<file path="src/rtl/leaf_router_rr_if.sv">
// leaf_router_rr_if
//   Bundles the valid/ready channels of leaf_router_rr: one GPU ingress and
//   egress channel plus NUM_SPINES spine ingress/egress channels, each spine
//   lane i occupying slice [i*WIDTH +: WIDTH] of the packed buses.
//   master : traffic side (drives ingress flits and egress readies)
//   slave  : router side  (drives ingress readies and egress flits)
interface leaf_router_rr_if #(
  parameter int DWIDTH     = 16,
  parameter int ADDR_W     = 6,
  parameter int NUM_SPINES = 4
);
  logic [DWIDTH-1:0]            gpu_in_data;
  logic [ADDR_W-1:0]            gpu_in_dest;
  logic                         gpu_in_valid;
  logic                         gpu_in_ready;
  logic [DWIDTH-1:0]            gpu_out_data;
  logic                         gpu_out_valid;
  logic                         gpu_out_ready;
  logic [NUM_SPINES*DWIDTH-1:0] spine_in_data;
  logic [NUM_SPINES*ADDR_W-1:0] spine_in_dest;
  logic [NUM_SPINES-1:0]        spine_in_valid;
  logic [NUM_SPINES-1:0]        spine_in_ready;
  logic [NUM_SPINES*DWIDTH-1:0] spine_out_data;
  logic [NUM_SPINES*ADDR_W-1:0] spine_out_dest;
  logic [NUM_SPINES-1:0]        spine_out_valid;
  logic [NUM_SPINES-1:0]        spine_out_ready;

  modport master (
    output gpu_in_data, gpu_in_dest, gpu_in_valid, gpu_out_ready,
    output spine_in_data, spine_in_dest, spine_in_valid, spine_out_ready,
    input  gpu_in_ready, gpu_out_data, gpu_out_valid,
    input  spine_in_ready, spine_out_data, spine_out_dest, spine_out_valid
  );

  modport slave (
    input  gpu_in_data, gpu_in_dest, gpu_in_valid, gpu_out_ready,
    input  spine_in_data, spine_in_dest, spine_in_valid, spine_out_ready,
    output gpu_in_ready, gpu_out_data, gpu_out_valid,
    output spine_in_ready, spine_out_data, spine_out_dest, spine_out_valid
  );
endinterface

</file>
<file path="src/rtl/leaf_router_rr.sv">
// leaf_router_rr
//   Leaf router between one GPU endpoint and NUM_SPINES spine ports.
//   Every input has a FIFO of {dest, data}. FIFO heads are routed by group:
//     GPU head, local group     -> GPU output (loopback, arbitrated)
//     GPU head, remote group    -> spine dest[clog2(NUM_SPINES)-1:0]
//     spine head, local group   -> GPU output (arbitrated)
//     spine head, remote group  -> discarded, counted in drop_count
//   The GPU output is shared round-robin (search from current_grant+1).
//   Every output port has one register stage that reloads when empty or
//   when its flit is taken in the same cycle.
// Ports
//   clk           clock
//   reset         asynchronous active-low reset
//   bus           leaf_router_rr_if.slave: GPU and spine valid/ready channels
//   fifo_full     input FIFO full flags  (bit 0 = GPU, bit i+1 = spine i)
//   fifo_empty    input FIFO empty flags (same order)
//   current_grant last source granted onto the GPU output (0 = GPU)
//   drop_count    saturating count of discarded misrouted spine flits
module leaf_router_rr #(
  parameter int                 DWIDTH     = 16,
  parameter int                 ADDR_W     = 6,
  parameter int                 GROUP_W    = 4,
  parameter logic [GROUP_W-1:0] GROUP_ID   = 4'b0011,
  parameter int                 NUM_SPINES = 4,
  parameter int                 FIFO_DEPTH = 8
) (
  input  logic                                clk,
  input  logic                                reset,
  leaf_router_rr_if.slave                     bus,
  output logic [NUM_SPINES:0]                 fifo_full,
  output logic [NUM_SPINES:0]                 fifo_empty,
  output logic [$clog2(NUM_SPINES+1)-1:0]     current_grant,
  output logic [15:0]                         drop_count
);
  localparam int NP = NUM_SPINES + 1;
  localparam int GW = $clog2(NP);
  localparam int SW = $clog2(NUM_SPINES);
  localparam int AW = $clog2(FIFO_DEPTH);
  localparam int EW = ADDR_W + DWIDTH;
  localparam logic [AW:0] PTR_FULL = (AW+1)'(FIFO_DEPTH);

  logic [EW-1:0]                r_mem [NP][FIFO_DEPTH];
  logic [AW:0]                  r_wptr [NP];
  logic [AW:0]                  r_rptr [NP];
  logic                         r_live;
  logic                         r_gpu_valid;
  logic [DWIDTH-1:0]            r_gpu_data;
  logic [GW-1:0]                r_grant;
  logic [NUM_SPINES-1:0]        r_sp_valid;
  logic [NUM_SPINES*DWIDTH-1:0] r_sp_data;
  logic [NUM_SPINES*ADDR_W-1:0] r_sp_dest;
  logic [15:0]                  r_drop;

  logic [NP-1:0]         w_in_valid, w_push, w_pop, w_full, w_empty, w_ready, w_local;
  logic [EW-1:0]         w_in_entry [NP];
  logic [EW-1:0]         w_head [NP];
  logic [SW-1:0]         w_gpu_tgt;
  logic [NUM_SPINES-1:0] w_sp_load, w_drop;
  logic                  w_gnt;
  logic [GW-1:0]         w_win;
  logic [GW:0]           w_sum;
  logic [16:0]           w_drop_sum;
  logic [15:0]           w_drop_nxt;

  // Per-FIFO view of the ingress channels (index 0 = GPU, i+1 = spine i).
  always_comb begin
    w_in_valid    = '0;
    w_in_valid[0] = bus.gpu_in_valid;
    w_in_entry[0] = {bus.gpu_in_dest, bus.gpu_in_data};
    for (int i = 0; i < NUM_SPINES; i++) begin
      w_in_valid[i+1] = bus.spine_in_valid[i];
      w_in_entry[i+1] = {bus.spine_in_dest[i*ADDR_W +: ADDR_W],
                         bus.spine_in_data[i*DWIDTH +: DWIDTH]};
    end
  end

  // FIFO status, heads and locality; ready depends only on fullness.
  always_comb begin
    for (int p = 0; p < NP; p++) begin
      w_empty[p] = (r_wptr[p] == r_rptr[p]);
      w_full[p]  = ((r_wptr[p] - r_rptr[p]) == PTR_FULL);
      w_head[p]  = r_mem[p][r_rptr[p][AW-1:0]];
      w_local[p] = !w_empty[p] && (w_head[p][EW-1 -: GROUP_W] == GROUP_ID);
    end
    w_ready = {NP{r_live}} & ~w_full;
    w_push  = w_in_valid & w_ready;
  end

  // Routing, drops, round-robin GPU arbitration, pops and drop accounting.
  always_comb begin
    w_gpu_tgt = w_head[0][DWIDTH +: SW];
    w_sp_load = '0;
    if (!w_empty[0] && !w_local[0] &&
        (!r_sp_valid[w_gpu_tgt] || bus.spine_out_ready[w_gpu_tgt])) begin
      w_sp_load[w_gpu_tgt] = 1'b1;
    end else begin
      w_sp_load = '0;
    end
    for (int i = 0; i < NUM_SPINES; i++) begin
      w_drop[i] = !w_empty[i+1] && !w_local[i+1];
    end
    // Locality flags double as GPU-output requests: a local GPU head is loopback.
    w_gnt = 1'b0;
    w_win = r_grant;
    w_sum = '0;
    if (!r_gpu_valid || bus.gpu_out_ready) begin
      for (int k = 1; k <= NP; k++) begin
        w_sum = {1'b0, r_grant} + (GW+1)'(k);
        w_sum = (w_sum >= (GW+1)'(NP)) ? (w_sum - (GW+1)'(NP)) : w_sum;
        if (!w_gnt && w_local[w_sum[GW-1:0]]) begin
          w_gnt = 1'b1;
          w_win = w_sum[GW-1:0];
        end else begin
          w_gnt = w_gnt;
        end
      end
    end else begin
      w_gnt = 1'b0;
    end
    w_pop         = '0;
    w_pop[0]      = |w_sp_load;
    w_pop[NP-1:1] = w_drop;
    if (w_gnt) begin
      w_pop[w_win] = 1'b1;
    end else begin
      w_pop = w_pop;
    end
    // Several spines may drop in one cycle; add them all, then saturate.
    w_drop_sum = {1'b0, r_drop};
    for (int i = 0; i < NUM_SPINES; i++) begin
      w_drop_sum = w_drop_sum + 17'(w_drop[i]);
    end
    w_drop_nxt = w_drop_sum[16] ? 16'hFFFF : w_drop_sum[15:0];
  end

  // Ingress readies stay low until the first edge after reset release.
  always_ff @(posedge clk or negedge reset) begin
    if (!reset) r_live <= 1'b0;
    else        r_live <= 1'b1;
  end

  // FIFO read/write pointers (one extra bit distinguishes full from empty).
  always_ff @(posedge clk or negedge reset) begin
    if (!reset) begin
      for (int p = 0; p < NP; p++) begin
        r_wptr[p] <= '0;
        r_rptr[p] <= '0;
      end
    end else begin
      for (int p = 0; p < NP; p++) begin
        if (w_push[p]) r_wptr[p] <= r_wptr[p] + {{AW{1'b0}}, 1'b1};
        if (w_pop[p])  r_rptr[p] <= r_rptr[p] + {{AW{1'b0}}, 1'b1};
      end
    end
  end

  // FIFO storage; contents are only read while non-empty, so no reset.
  always_ff @(posedge clk) begin
    for (int p = 0; p < NP; p++) begin
      if (w_push[p]) r_mem[p][r_wptr[p][AW-1:0]] <= w_in_entry[p];
    end
  end

  // GPU output register and grant pointer.
  always_ff @(posedge clk or negedge reset) begin
    if (!reset) begin
      r_gpu_valid <= 1'b0;
      r_gpu_data  <= '0;
      r_grant     <= '0;
    end else if (w_gnt) begin
      r_gpu_valid <= 1'b1;
      r_gpu_data  <= w_head[w_win][DWIDTH-1:0];
      r_grant     <= w_win;
    end else if (bus.gpu_out_ready) begin
      r_gpu_valid <= 1'b0;
    end
  end

  // Spine output registers, fed only from the GPU FIFO.
  always_ff @(posedge clk or negedge reset) begin
    if (!reset) begin
      r_sp_valid <= '0;
      r_sp_data  <= '0;
      r_sp_dest  <= '0;
    end else begin
      for (int i = 0; i < NUM_SPINES; i++) begin
        if (w_sp_load[i]) begin
          r_sp_valid[i]                  <= 1'b1;
          r_sp_data[i*DWIDTH +: DWIDTH]  <= w_head[0][DWIDTH-1:0];
          r_sp_dest[i*ADDR_W +: ADDR_W]  <= w_head[0][EW-1 -: ADDR_W];
        end else if (bus.spine_out_ready[i]) begin
          r_sp_valid[i] <= 1'b0;
        end
      end
    end
  end

  // Saturating drop counter.
  always_ff @(posedge clk or negedge reset) begin
    if (!reset) r_drop <= '0;
    else        r_drop <= w_drop_nxt;
  end

  assign bus.gpu_in_ready    = w_ready[0];
  assign bus.spine_in_ready  = w_ready[NP-1:1];
  assign bus.gpu_out_valid   = r_gpu_valid;
  assign bus.gpu_out_data    = r_gpu_data;
  assign bus.spine_out_valid = r_sp_valid;
  assign bus.spine_out_data  = r_sp_data;
  assign bus.spine_out_dest  = r_sp_dest;
  assign fifo_full           = w_full;
  assign fifo_empty          = w_empty;
  assign current_grant       = r_grant;
  assign drop_count          = r_drop;
endmodule

</file>
<file path="src/flat_wrapper.sv">
// flat-port wrapper written by rule: the top's interface ports become plain ports
module leaf_router_rr_flat 
#(
  parameter int                 DWIDTH     = 16,
  parameter int                 ADDR_W     = 6,
  parameter int                 GROUP_W    = 4,
  parameter logic [GROUP_W-1:0] GROUP_ID   = 4'b0011,
  parameter int                 NUM_SPINES = 4,
  parameter int                 FIFO_DEPTH = 8
)
  (clk, reset, fifo_full, fifo_empty, current_grant, drop_count, bus_gpu_in_data, bus_gpu_in_dest, bus_gpu_in_valid, bus_gpu_out_ready, bus_spine_in_data, bus_spine_in_dest, bus_spine_in_valid, bus_spine_out_ready, bus_gpu_in_ready, bus_gpu_out_data, bus_gpu_out_valid, bus_spine_in_ready, bus_spine_out_data, bus_spine_out_dest, bus_spine_out_valid);
  leaf_router_rr_if #(.DWIDTH(DWIDTH), .ADDR_W(ADDR_W), .NUM_SPINES(NUM_SPINES)) bus_i ();
  input  logic clk;
  input  logic reset;
  output logic [NUM_SPINES:0] fifo_full;
  output logic [NUM_SPINES:0] fifo_empty;
  output logic [$clog2(NUM_SPINES+1)-1:0] current_grant;
  output logic [15:0] drop_count;
  input wire logic [$bits(bus_i.gpu_in_data)-1:0] bus_gpu_in_data;
  input wire logic [$bits(bus_i.gpu_in_dest)-1:0] bus_gpu_in_dest;
  input wire logic [$bits(bus_i.gpu_in_valid)-1:0] bus_gpu_in_valid;
  input wire logic [$bits(bus_i.gpu_out_ready)-1:0] bus_gpu_out_ready;
  input wire logic [$bits(bus_i.spine_in_data)-1:0] bus_spine_in_data;
  input wire logic [$bits(bus_i.spine_in_dest)-1:0] bus_spine_in_dest;
  input wire logic [$bits(bus_i.spine_in_valid)-1:0] bus_spine_in_valid;
  input wire logic [$bits(bus_i.spine_out_ready)-1:0] bus_spine_out_ready;
  output wire logic [$bits(bus_i.gpu_in_ready)-1:0] bus_gpu_in_ready;
  output wire logic [$bits(bus_i.gpu_out_data)-1:0] bus_gpu_out_data;
  output wire logic [$bits(bus_i.gpu_out_valid)-1:0] bus_gpu_out_valid;
  output wire logic [$bits(bus_i.spine_in_ready)-1:0] bus_spine_in_ready;
  output wire logic [$bits(bus_i.spine_out_data)-1:0] bus_spine_out_data;
  output wire logic [$bits(bus_i.spine_out_dest)-1:0] bus_spine_out_dest;
  output wire logic [$bits(bus_i.spine_out_valid)-1:0] bus_spine_out_valid;
  assign bus_i.gpu_in_data = bus_gpu_in_data;
  assign bus_i.gpu_in_dest = bus_gpu_in_dest;
  assign bus_i.gpu_in_valid = bus_gpu_in_valid;
  assign bus_i.gpu_out_ready = bus_gpu_out_ready;
  assign bus_i.spine_in_data = bus_spine_in_data;
  assign bus_i.spine_in_dest = bus_spine_in_dest;
  assign bus_i.spine_in_valid = bus_spine_in_valid;
  assign bus_i.spine_out_ready = bus_spine_out_ready;
  assign bus_gpu_in_ready = bus_i.gpu_in_ready;
  assign bus_gpu_out_data = bus_i.gpu_out_data;
  assign bus_gpu_out_valid = bus_i.gpu_out_valid;
  assign bus_spine_in_ready = bus_i.spine_in_ready;
  assign bus_spine_out_data = bus_i.spine_out_data;
  assign bus_spine_out_dest = bus_i.spine_out_dest;
  assign bus_spine_out_valid = bus_i.spine_out_valid;
  leaf_router_rr #(.DWIDTH(DWIDTH), .ADDR_W(ADDR_W), .GROUP_W(GROUP_W), .GROUP_ID(GROUP_ID), .NUM_SPINES(NUM_SPINES), .FIFO_DEPTH(FIFO_DEPTH)) u_core (.clk(clk), .reset(reset), .bus(bus_i), .fifo_full(fifo_full), .fifo_empty(fifo_empty), .current_grant(current_grant), .drop_count(drop_count));
endmodule
</file>
<file path="config.mk">
export PLATFORM = sky130hd
export DESIGN_NAME = leaf_router_rr_flat
export DESIGN_NICKNAME = d
export VERILOG_FILES = /design/src/rtl/leaf_router_rr_if.sv /design/src/rtl/leaf_router_rr.sv /design/src/flat_wrapper.sv
export SDC_FILE = /design/constraint.sdc
export NUM_CORES = 1
export LEC_CHECK = 0
export CAP_MARGIN = 0
export CORE_MARGIN = 8
export CORE_UTILIZATION = 38
export CTS_BUF_LIST = sky130_fd_sc_hd__clkbuf_4
export DETAILED_ROUTE_END_ITERATION = 10
export PLACE_DENSITY = 0.58
export SYNTH_ARGS = -nofsm -noshare
export SYNTH_HDL_FRONTEND = slang
export SYNTH_SLANG_ARGS = --single-unit
export TNS_END_PERCENT = 20
</file>
<file path="constraint.sdc">
create_clock -name clk -period 13.3 [get_ports clk]
set_input_delay 3.325 -clock clk [delete_from_list [all_inputs] [get_ports clk]]
set_output_delay 3.325 -clock clk [all_outputs]
set_load 0.01 [all_outputs]
</file>
==> reports/metrics.json, run 1 <==
{
  "status": {"value": "completed"},
  "power_switching": {"value": 0.004695, "unit": "W"},
  "timing.critical_path.from_type": {"value": "flop"},
  "grt_max_degree": {"value": 95},
  "grt_first_pass_wirelength": {"value": 144500, "unit": "um"},
  "clk_transition_reported_paths": {"value": 0.06, "unit": "ns"},
  "static-leakage-power": {"value": 16.56, "unit": "nW"},
  "synth.ff_latch_count": {"value": 985},
  "first_global_vias": {"value": 23360},
  "fmaxAchievable": {"value": 0.1361, "unit": "GHz"},
  "design.core.area": {"value": 103100, "unit": "sq um"},
  "grt_remaining_overflow": {"value": 0},
  "unrepaired_setup_endpoints_after_global_routing": {"value": "false"},
  "timing.max_cap.violations": {"value": 0},
  "hold_buffers": {"value": 0},
  "timing_worst_slew_pin_value": {"value": 1.215, "unit": "ns"},
  "cp_data_required_time": {"value": 9.97, "unit": "ns"},
  "die_w": {"value": 337.7, "unit": "um"},
  "postRouteAntennaNets": {"value": 0},
  "ys_seq_area_frac": {"value": 0.7306},
  "worst-endpoint-arrival": {"value": 4.02, "unit": "ns"},
  "cellPowerDensity": {"value": 256.1, "unit": "nW/um^2"},
  "most-common-layout-cells": {"value": "sky130_fd_sc_hd__edfxtp_1 (816), sky130_fd_sc_hd__clkbuf_4 (391), sky130_fd_sc_hd__clkdlybuf4s50_1 (255)"},
  "cts.htree.levels": {"value": 5},
  "syn_to_final_growth": {"value": 19.90, "unit": "%"},
  "postSynth.asyncResetShare": {"value": 0.1716},
  "setup.worst_path.end_class": {"value": "output pin"},
  "die_area": {"value": 114000, "unit": "sq um"},
  "post_synth_num_cell_types": {"value": 86},
  "final_design_area_no_fill": {"value": 47150, "unit": "sq um"},
  "fp-row-count": {"value": 118},
  "postCtsResizedCells": {"value": 0},
  "criticalPathCategory": {"value": "flop to output pin"},
  "dr_vias": {"value": 22120},
  "clock_latency": {"value": 1.13, "unit": "ns"},
  "mappedNetlistNets": {"value": 2388},
  "critical_path_peak_fanout": {"value": 37},
  "drv_slew": {"value": 0},
  "clock_power_frac": {"value": 0.217},
  "setup_viol": {"value": 0},
  "antenna_violations_before_repair": {"value": 19},
  "post_synth_edffs": {"value": 816},
  "syn-instance-count": {"value": 2226},
  "worst_clock_skew": {"value": 0.09878, "unit": "ns"},
  "hpwl": {"value": 62330, "unit": "um"},
  "worst_reg2reg_startpoint": {"value": "u_core.r_rptr[17]"},
  "cts_buffers": {"value": 279},
  "worst_hold_startpoint": {"value": "u_core.bus.spine_out_dest[18]"},
  "die_height": {"value": 337.7, "unit": "um"},
  "yosysWarningCount": {"value": 0},
  "starting_density_of_the_core": {"value": 0.3816},
  "io_buffers": {"value": 256},
  "layout_worst_path_cycle_share": {"value": 0.5524},
  "slew_headroom": {"value": 0.1667},
  "globalRouteTotalUtil": {"value": 0.1716},
  "num-nets-final": {"value": 2891},
  "tritoncts": {"value": "built"},
  "drt_iter0_markers": {"value": 1465},
  "clock_sink_count": {"value": 985},
  "report.final.hold_viol_count": {"value": 0},
  "synth.cell_area": {"value": 39330, "unit": "sq um"},
  "layout_commonest_cell": {"value": "sky130_fd_sc_hd__edfxtp_1"},
  "power.sequential.fraction": {"value": 0.340},
  "most_used_flip_flop_cell_after_synthesis": {"value": "sky130_fd_sc_hd__edfxtp_1"},
  "gp_congestion": {"value": 0.8300},
  "clk_buf_depth": {"value": 4},
  "post_synth.cell_area_avg": {"value": 17.67, "unit": "sq um"},
  "period_minus_slack": {"value": 7.347, "unit": "ns"},
  "critical_path.startpoint": {"value": "u_core.r_rptr[5]"},
  "r2r_slack": {"value": 7.60, "unit": "ns"},
  "vias_per_cell": {"value": 5.162},
  "detail_route.drc_violations": {"value": 0},
  "min-delay-path-class": {"value": "flop to flop"},
  "drive_gt1_frac": {"value": 0.2521},
  "switching_fraction": {"value": 0.3889},
  "p_int": {"value": 0.007379, "unit": "W"},
  "ioPinCount": {"value": 265},
  "first_pass_iters": {"value": 5},
  "wl": {"value": 98390, "unit": "um"},
  "place_worst_setup_slack": {"value": 6.998, "unit": "ns"},
  "vdd_ir_drop_max": {"value": 179.5, "unit": "uV"},
  "setup-tns-final": {"value": 0, "unit": "ns"},
  "holdWs": {"value": 0.4723, "unit": "ns"},
  "cts_post_setup_buffers_inserted": {"value": 0},
  "root_buffer": {"value": "sky130_fd_sc_hd__clkbuf_4"},
  "drt-wirelength-per-cell": {"value": 22.97, "unit": "um"},
  "setup_slack": {"value": 5.953, "unit": "ns"},
  "comb_power_share": {"value": 0.443},
  "detailed_place.area": {"value": 43840, "unit": "sq um"}
}
[worst max-delay path, cell delays in order, from the launching register on]
cell	delay (ns)
sky130_fd_sc_hd__dfrtp_1	0.32
sky130_fd_sc_hd__buf_4	0.44
sky130_fd_sc_hd__inv_1	0.18
sky130_fd_sc_hd__ha_1	0.37
sky130_fd_sc_hd__a21oi_1	0.25
sky130_fd_sc_hd__nand2_1	0.09
sky130_fd_sc_hd__o32ai_1	0.25
sky130_fd_sc_hd__nand3_1	0.30
sky130_fd_sc_hd__and2_1	0.27
sky130_fd_sc_hd__clkdlybuf4s50_1	0.49
[power by group through the flow]
stage / registers, W / clock network [W] / logic [W]
5_1_grt: 0.00415 / 0.00287 / 0.00578
4_1_cts: 0.00411 / 0.00271 / 0.00539
6_report: 0.00411 / 0.00262 / 0.00535
2_1_floorplan: 0.00416 / 0 / 0.00342
3_5_place_dp: 0.00417 / 0 / 0.00537
3_3_place_gp: 0.00414 / 0 / 0.00527
[synthesized netlist by cell type (4+ instances only)]
master,number,share of area
sky130_fd_sc_hd__a211oi_1,8,0.0015
sky130_fd_sc_hd__a21oi_1,99,0.013
sky130_fd_sc_hd__a221oi_1,5,0.0011
sky130_fd_sc_hd__a22oi_1,19,0.0036
sky130_fd_sc_hd__a31oi_1,4,0.00064
sky130_fd_sc_hd__and2_1,15,0.0024
sky130_fd_sc_hd__and3_1,18,0.0029
sky130_fd_sc_hd__buf_1,19,0.0018
sky130_fd_sc_hd__buf_2,11,0.0014
sky130_fd_sc_hd__clkbuf_1,58,0.0055
sky130_fd_sc_hd__dfrtp_1,169,0.11
sky130_fd_sc_hd__edfxtp_1,816,0.62
sky130_fd_sc_hd__fa_1,4,0.0020
sky130_fd_sc_hd__ha_1,36,0.011
sky130_fd_sc_hd__inv_1,39,0.0037
sky130_fd_sc_hd__inv_2,5,0.00048
sky130_fd_sc_hd__mux2_2,13,0.0037
sky130_fd_sc_hd__mux2i_1,103,0.026
sky130_fd_sc_hd__mux2i_2,4,0.0014
sky130_fd_sc_hd__mux4_2,172,0.099
sky130_fd_sc_hd__nand2_1,158,0.015
sky130_fd_sc_hd__nand2b_1,27,0.0043
sky130_fd_sc_hd__nand3_1,22,0.0028
sky130_fd_sc_hd__nand4_1,11,0.0018
sky130_fd_sc_hd__nor2_1,127,0.012
sky130_fd_sc_hd__nor2b_1,18,0.0029
sky130_fd_sc_hd__nor3_1,22,0.0028
sky130_fd_sc_hd__nor4_1,5,0.00080
sky130_fd_sc_hd__nor4b_1,5,0.0011
sky130_fd_sc_hd__nor4bb_1,14,0.0036
sky130_fd_sc_hd__o211ai_1,4,0.00076
sky130_fd_sc_hd__o21a_1,4,0.00076
sky130_fd_sc_hd__o21ai_0,60,0.0076
sky130_fd_sc_hd__o22ai_1,5,0.00080
sky130_fd_sc_hd__o31ai_1,4,0.00076
sky130_fd_sc_hd__o32ai_1,5,0.0011
sky130_fd_sc_hd__or2_2,7,0.0011
sky130_fd_sc_hd__or3_1,4,0.00064
sky130_fd_sc_hd__xnor2_1,30,0.0067
sky130_fd_sc_hd__xor2_1,13,0.0029
[final cells by class]
cell class | instances | area, sq um
clock inverter | 57 | 355.3
antenna | 8 | 20.02
timing repair buffer | 315 | 3009
clock buffer | 391 | 2935
sequential | 985 | 28740
tap | 1380 | 1727
multi-input combinational | 1103 | 10200
inverter | 45 | 168.9
fill | 9041 | 55900
[sequential cells by signal, indices dropped and copies added, names as in the netlist]
register / count
u_core.r_wptr: 20
u_core.r_live: 1
u_core.bus.spine_out_valid: 4
u_core.bus.spine_out_data: 64
u_core.bus.gpu_out_valid: 1
u_core.r_rptr: 20
u_core.bus.gpu_out_data: 16
u_core.current_grant: 3
u_core.drop_count: 16
u_core.r_mem: 816
u_core.bus.spine_out_dest: 24
[worst paths after layout]
| check | endpoint | depth (start not counted) |
|---|---|---|
| max in group asynchronous | u_core.bus.spine_out_data[12] | 2 |
| worst min-delay path | u_core.bus.spine_out_dest[18] | 1 |
| worst min register to register | u_core.bus.spine_out_dest[18] | 1 |
| min in group asynchronous | u_core.bus.spine_out_data[63] | 1 |
| worst max register to register | u_core.bus.gpu_out_data[11] | 14 |
| worst max-delay path | bus_spine_in_ready[2] | 9 |
[stage by stage]
| step | cells | util | power (W) |
|---|---|---|---|
| 4_1_cts | 4276 | 0.4574 | 0.01220 |
| 3_5_place_dp | 3828 | 0.4254 | 0.009537 |
| 3_3_place_gp | 3828 | 0.4254 | 0.009412 |
| 5_1_grt | 4280 | 0.4575 | 0.01280 |
| 6_report | 4284 | 0.4576 | 0.01207 |
| 2_1_floorplan | 2226 | - | 0.007577 |
[per-layer routing]
layer	GRT usage	routed length, um
met4	0.07166	2760
met2	0.2822	48030
met1	0.2061	38700
met5	0	87
met3	0.05929	8811
[cells by family (layout without fill, tap and decap cells)]
group                      Yosys count  count (layout)  share of synthesized area
AOI/OAI and AO/OA                  250             250                    0.04143
adders and majority gates           40              40                    0.01349
buffers and inverters              138             808                    0.01419
xor gates and xnor gates            43              43                   0.009577
other                                1               9                 0.00009536
DFF                                985             985                     0.7306
muxes                              294             294                     0.1308
and+or+nand+nor                    475             475                    0.05978
Note: power is estimated with default switching activity, not from simulation.
==> run 2, diff against run 1 <==
==> constraint.sdc (replaced) <==
create_clock -name clk -period 6.9 [get_ports clk]
set_input_delay 1.725 -clock clk [delete_from_list [all_inputs] [get_ports clk]]
set_output_delay 1.725 -clock clk [all_outputs]
set_load 0.01 [all_outputs]
==> run 2 against run 1 <==
  * Largest cell class unchanged
  * Clock power is 90% higher
  * Highest routed layer unchanged
  * Cell count is 0.33% higher
  * Sequential share of layout area hardly changed
  * The flow now finishes with violations (DRC)
==> reports/metrics.json, run 2 (same netlist as run 1, synthesis figures left out) <==
{
  "fp-row-count": {"value": 118},
  "hold_buffers": {"value": 0},
  "layout_worst_path_cycle_share": {"value": 0.8645},
  "clk_transition_reported_paths": {"value": 0.06, "unit": "ns"},
  "detail_route.drc_violations": {"value": 1},
  "largest_register_ffs": {"value": 816},
  "design.core.area": {"value": 103100, "unit": "sq um"},
  "drive_gt1_frac": {"value": 0.2515},
  "grt_first_pass_wirelength": {"value": 146500, "unit": "um"},
  "detailed_place.area": {"value": 43890, "unit": "sq um"},
  "slew_headroom": {"value": 0.3459},
  "drv_slew": {"value": 0},
  "cts.htree.levels": {"value": 5},
  "io_buffers": {"value": 256},
  "clock_sink_count": {"value": 985},
  "most-common-layout-cells": {"value": "sky130_fd_sc_hd__edfxtp_1 (816), sky130_fd_sc_hd__clkbuf_4 (389), sky130_fd_sc_hd__clkdlybuf4s50_1 (255)"},
  "cts_buffers": {"value": 276},
  "timing.max_cap.violations": {"value": 0},
  "first_pass_iters": {"value": 8},
  "syn_to_final_growth": {"value": 19.95, "unit": "%"},
  "r2r_slack": {"value": 1.36, "unit": "ns"},
  "postRouteAntennaNets": {"value": 0},
  "timing.critical_path.max_delay_family": {"value": "buffers and inverters"},
  "worst_hold_startpoint": {"value": "u_core.bus.spine_out_dest[6]"},
  "worst_clock_skew": {"value": 0.09609, "unit": "ns"},
  "drt_iter0_markers": {"value": 1500},
  "clock_latency": {"value": 1.11, "unit": "ns"},
  "setup.worst_path.end_class": {"value": "output pin"},
  "setup_slack": {"value": 0.9353, "unit": "ns"},
  "criticalPathCategory": {"value": "flop to output pin"},
  "multi_input_area": {"value": 10200, "unit": "sq um"},
  "vias_per_cell": {"value": 5.145},
  "setup-tns-final": {"value": 0, "unit": "ns"},
  "crit_slowest_cell": {"value": "sky130_fd_sc_hd__dfrtp_2"},
  "clk_buf_depth": {"value": 4},
  "grt_max_degree": {"value": 67},
  "timing.hold.worst_path_depth": {"value": 1},
  "grt_remaining_overflow": {"value": 0},
  "wl": {"value": 98990, "unit": "um"},
  "gp_congestion": {"value": 0.8406},
  "crit_path_max_incr_delay": {"value": 0.79, "unit": "ns"},
  "buffers_and_inverters_on_the_worst_path": {"value": 3},
  "place_worst_setup_slack": {"value": 1.371, "unit": "ns"},
  "report.final.hold_viol_count": {"value": 0},
  "cellPowerDensity": {"value": 493.1, "unit": "nW/um^2"},
  "root_buffer": {"value": "sky130_fd_sc_hd__clkbuf_4"},
  "static-leakage-power": {"value": 16.58, "unit": "nW"},
  "worst-endpoint-arrival": {"value": 4.24, "unit": "ns"},
  "setup_viol": {"value": 0},
  "timing_worst_slew_pin_value": {"value": 0.9538, "unit": "ns"},
  "hpwl": {"value": 63390, "unit": "um"},
  "critical_path_peak_fanout": {"value": 23},
  "first_global_vias": {"value": 23640},
  "vdd_ir_drop_max": {"value": 401.2, "unit": "uV"},
  "dr_vias": {"value": 22110},
  "globalRouteTotalUtil": {"value": 0.1732},
  "unrepaired_setup_endpoints_after_global_routing": {"value": "false"},
  "fmaxAchievable": {"value": 0.1677, "unit": "GHz"},
  "reg2reg_to": {"value": "u_core.bus.gpu_out_data[7]"},
  "worst_reg2reg_startpoint": {"value": "u_core.r_rptr[17]"},
  "cts_post_setup_buffers_inserted": {"value": 0},
  "r2r_cells": {"value": 13},
  "postCtsResizedCells": {"value": 0},
  "die_height": {"value": 337.7, "unit": "um"},
  "num-nets-final": {"value": 2895},
  "ioPinCount": {"value": 265},
  "drt-wirelength-per-cell": {"value": 23.03, "unit": "um"},
  "nFillCells": {"value": 9094},
  "regArea": {"value": 28740, "unit": "sq um"},
  "die_w": {"value": 337.7, "unit": "um"},
  "period_minus_slack": {"value": 5.965, "unit": "ns"},
  "timing.critical_path.from_type": {"value": "flop"},
  "starting_density_of_the_core": {"value": 0.3816},
  "status": {"value": "finished, violations left"},
  "final_design_area_no_fill": {"value": 47170, "unit": "sq um"},
  "cp_data_required_time": {"value": 5.18, "unit": "ns"},
  "critical_path.cell_chain": {"value": "buf_4 > ha_1 > inv_1 > a21oi_1 > nand2_1 > o32ai_1 > nand3_1 > and2_1 > clkdlybuf4s50_1"},
  "min-delay-path-class": {"value": "flop to flop"},
  "antenna_violations_before_repair": {"value": 15},
  "die_area": {"value": 114000, "unit": "sq um"},
  "hold_end": {"value": "u_core.bus.spine_out_dest[6]"},
  "violations_in_the_final_reports": {"value": "DRC"},
  "tritoncts": {"value": "built"},
  "layout_commonest_cell": {"value": "sky130_fd_sc_hd__edfxtp_1"}
}
==> run 2: changes by cell type in the layout (fill, tap and decap cells not counted) <==
cell | previous run | this run
sky130_fd_sc_hd__buf_4 | 59 | 66
sky130_fd_sc_hd__clkinv_2 | 8 | 5
sky130_fd_sc_hd__diode_2 | 8 | 7
sky130_fd_sc_hd__clkbuf_4 | 391 | 389
sky130_fd_sc_hd__bufinv_16 | 5 | 3
sky130_fd_sc_hd__clkinv_1 | 39 | 52
sky130_fd_sc_hd__inv_2 | 11 | 13
==> run 2: worst max-delay path by stage <==
stage                     slack, ns  depth (start not counted)                     endpoint               from
after floorplan                2.22                         12         u_core.r_mem[0][132]  u_core.r_rptr[18]
after global placement         1.40                         13   u_core.bus.gpu_out_data[2]   u_core.r_rptr[4]
after detailed placement       1.37                         13  u_core.bus.gpu_out_data[10]   u_core.r_rptr[4]
after CTS                      0.69                          9        bus_spine_in_ready[2]   u_core.r_rptr[4]
after global routing           0.55                          9        bus_spine_in_ready[2]   u_core.r_rptr[4]
final                          0.94                          9        bus_spine_in_ready[2]   u_core.r_rptr[4]
==> run 2: layer usage <==
metal  global-route usage  vias up  part of all wire
met5                    0        -           0.00058
met4              0.05875        8             0.022
met3              0.06049      131             0.084
met2               0.2824      777              0.48
met1               0.2153    11270              0.41
li1                     -     9922                 -
==> run 2: report_power, final <==
part / total [W] / internal (W) / switching (W)
clock network: 0.00498 / 0.00269 / 0.00229
logic: 0.0102 / 0.00408 / 0.00614
registers: 0.00806 / 0.00740 / 0.000656
==> run 2: area by class of cell <==
cell class | instances | share of cell area
Multi-Input combinational cell | 1103 | 0.2162
Clock buffer | 389 | 0.06191
Tap cell | 1380 | 0.03661
Timing Repair Buffer | 322 | 0.06491
Inverter | 45 | 0.003581
Clock inverter | 67 | 0.007135
Sequential cell | 985 | 0.6093
Antenna cell | 7 | 0.0003714
==> run 2: metrics by stage <==
stage,cells,total power (W),hold slack (ns),util
after floorplan,2226,0.01461,0.4607,-
after global placement,3835,0.01819,0.4491,0.4259
after detailed placement,3835,0.01843,0.4529,0.4259
after CTS,4291,0.02351,0.4710,0.4575
after global routing,4292,0.02472,0.4798,0.4576
final,4298,0.02326,0.4681,0.4577
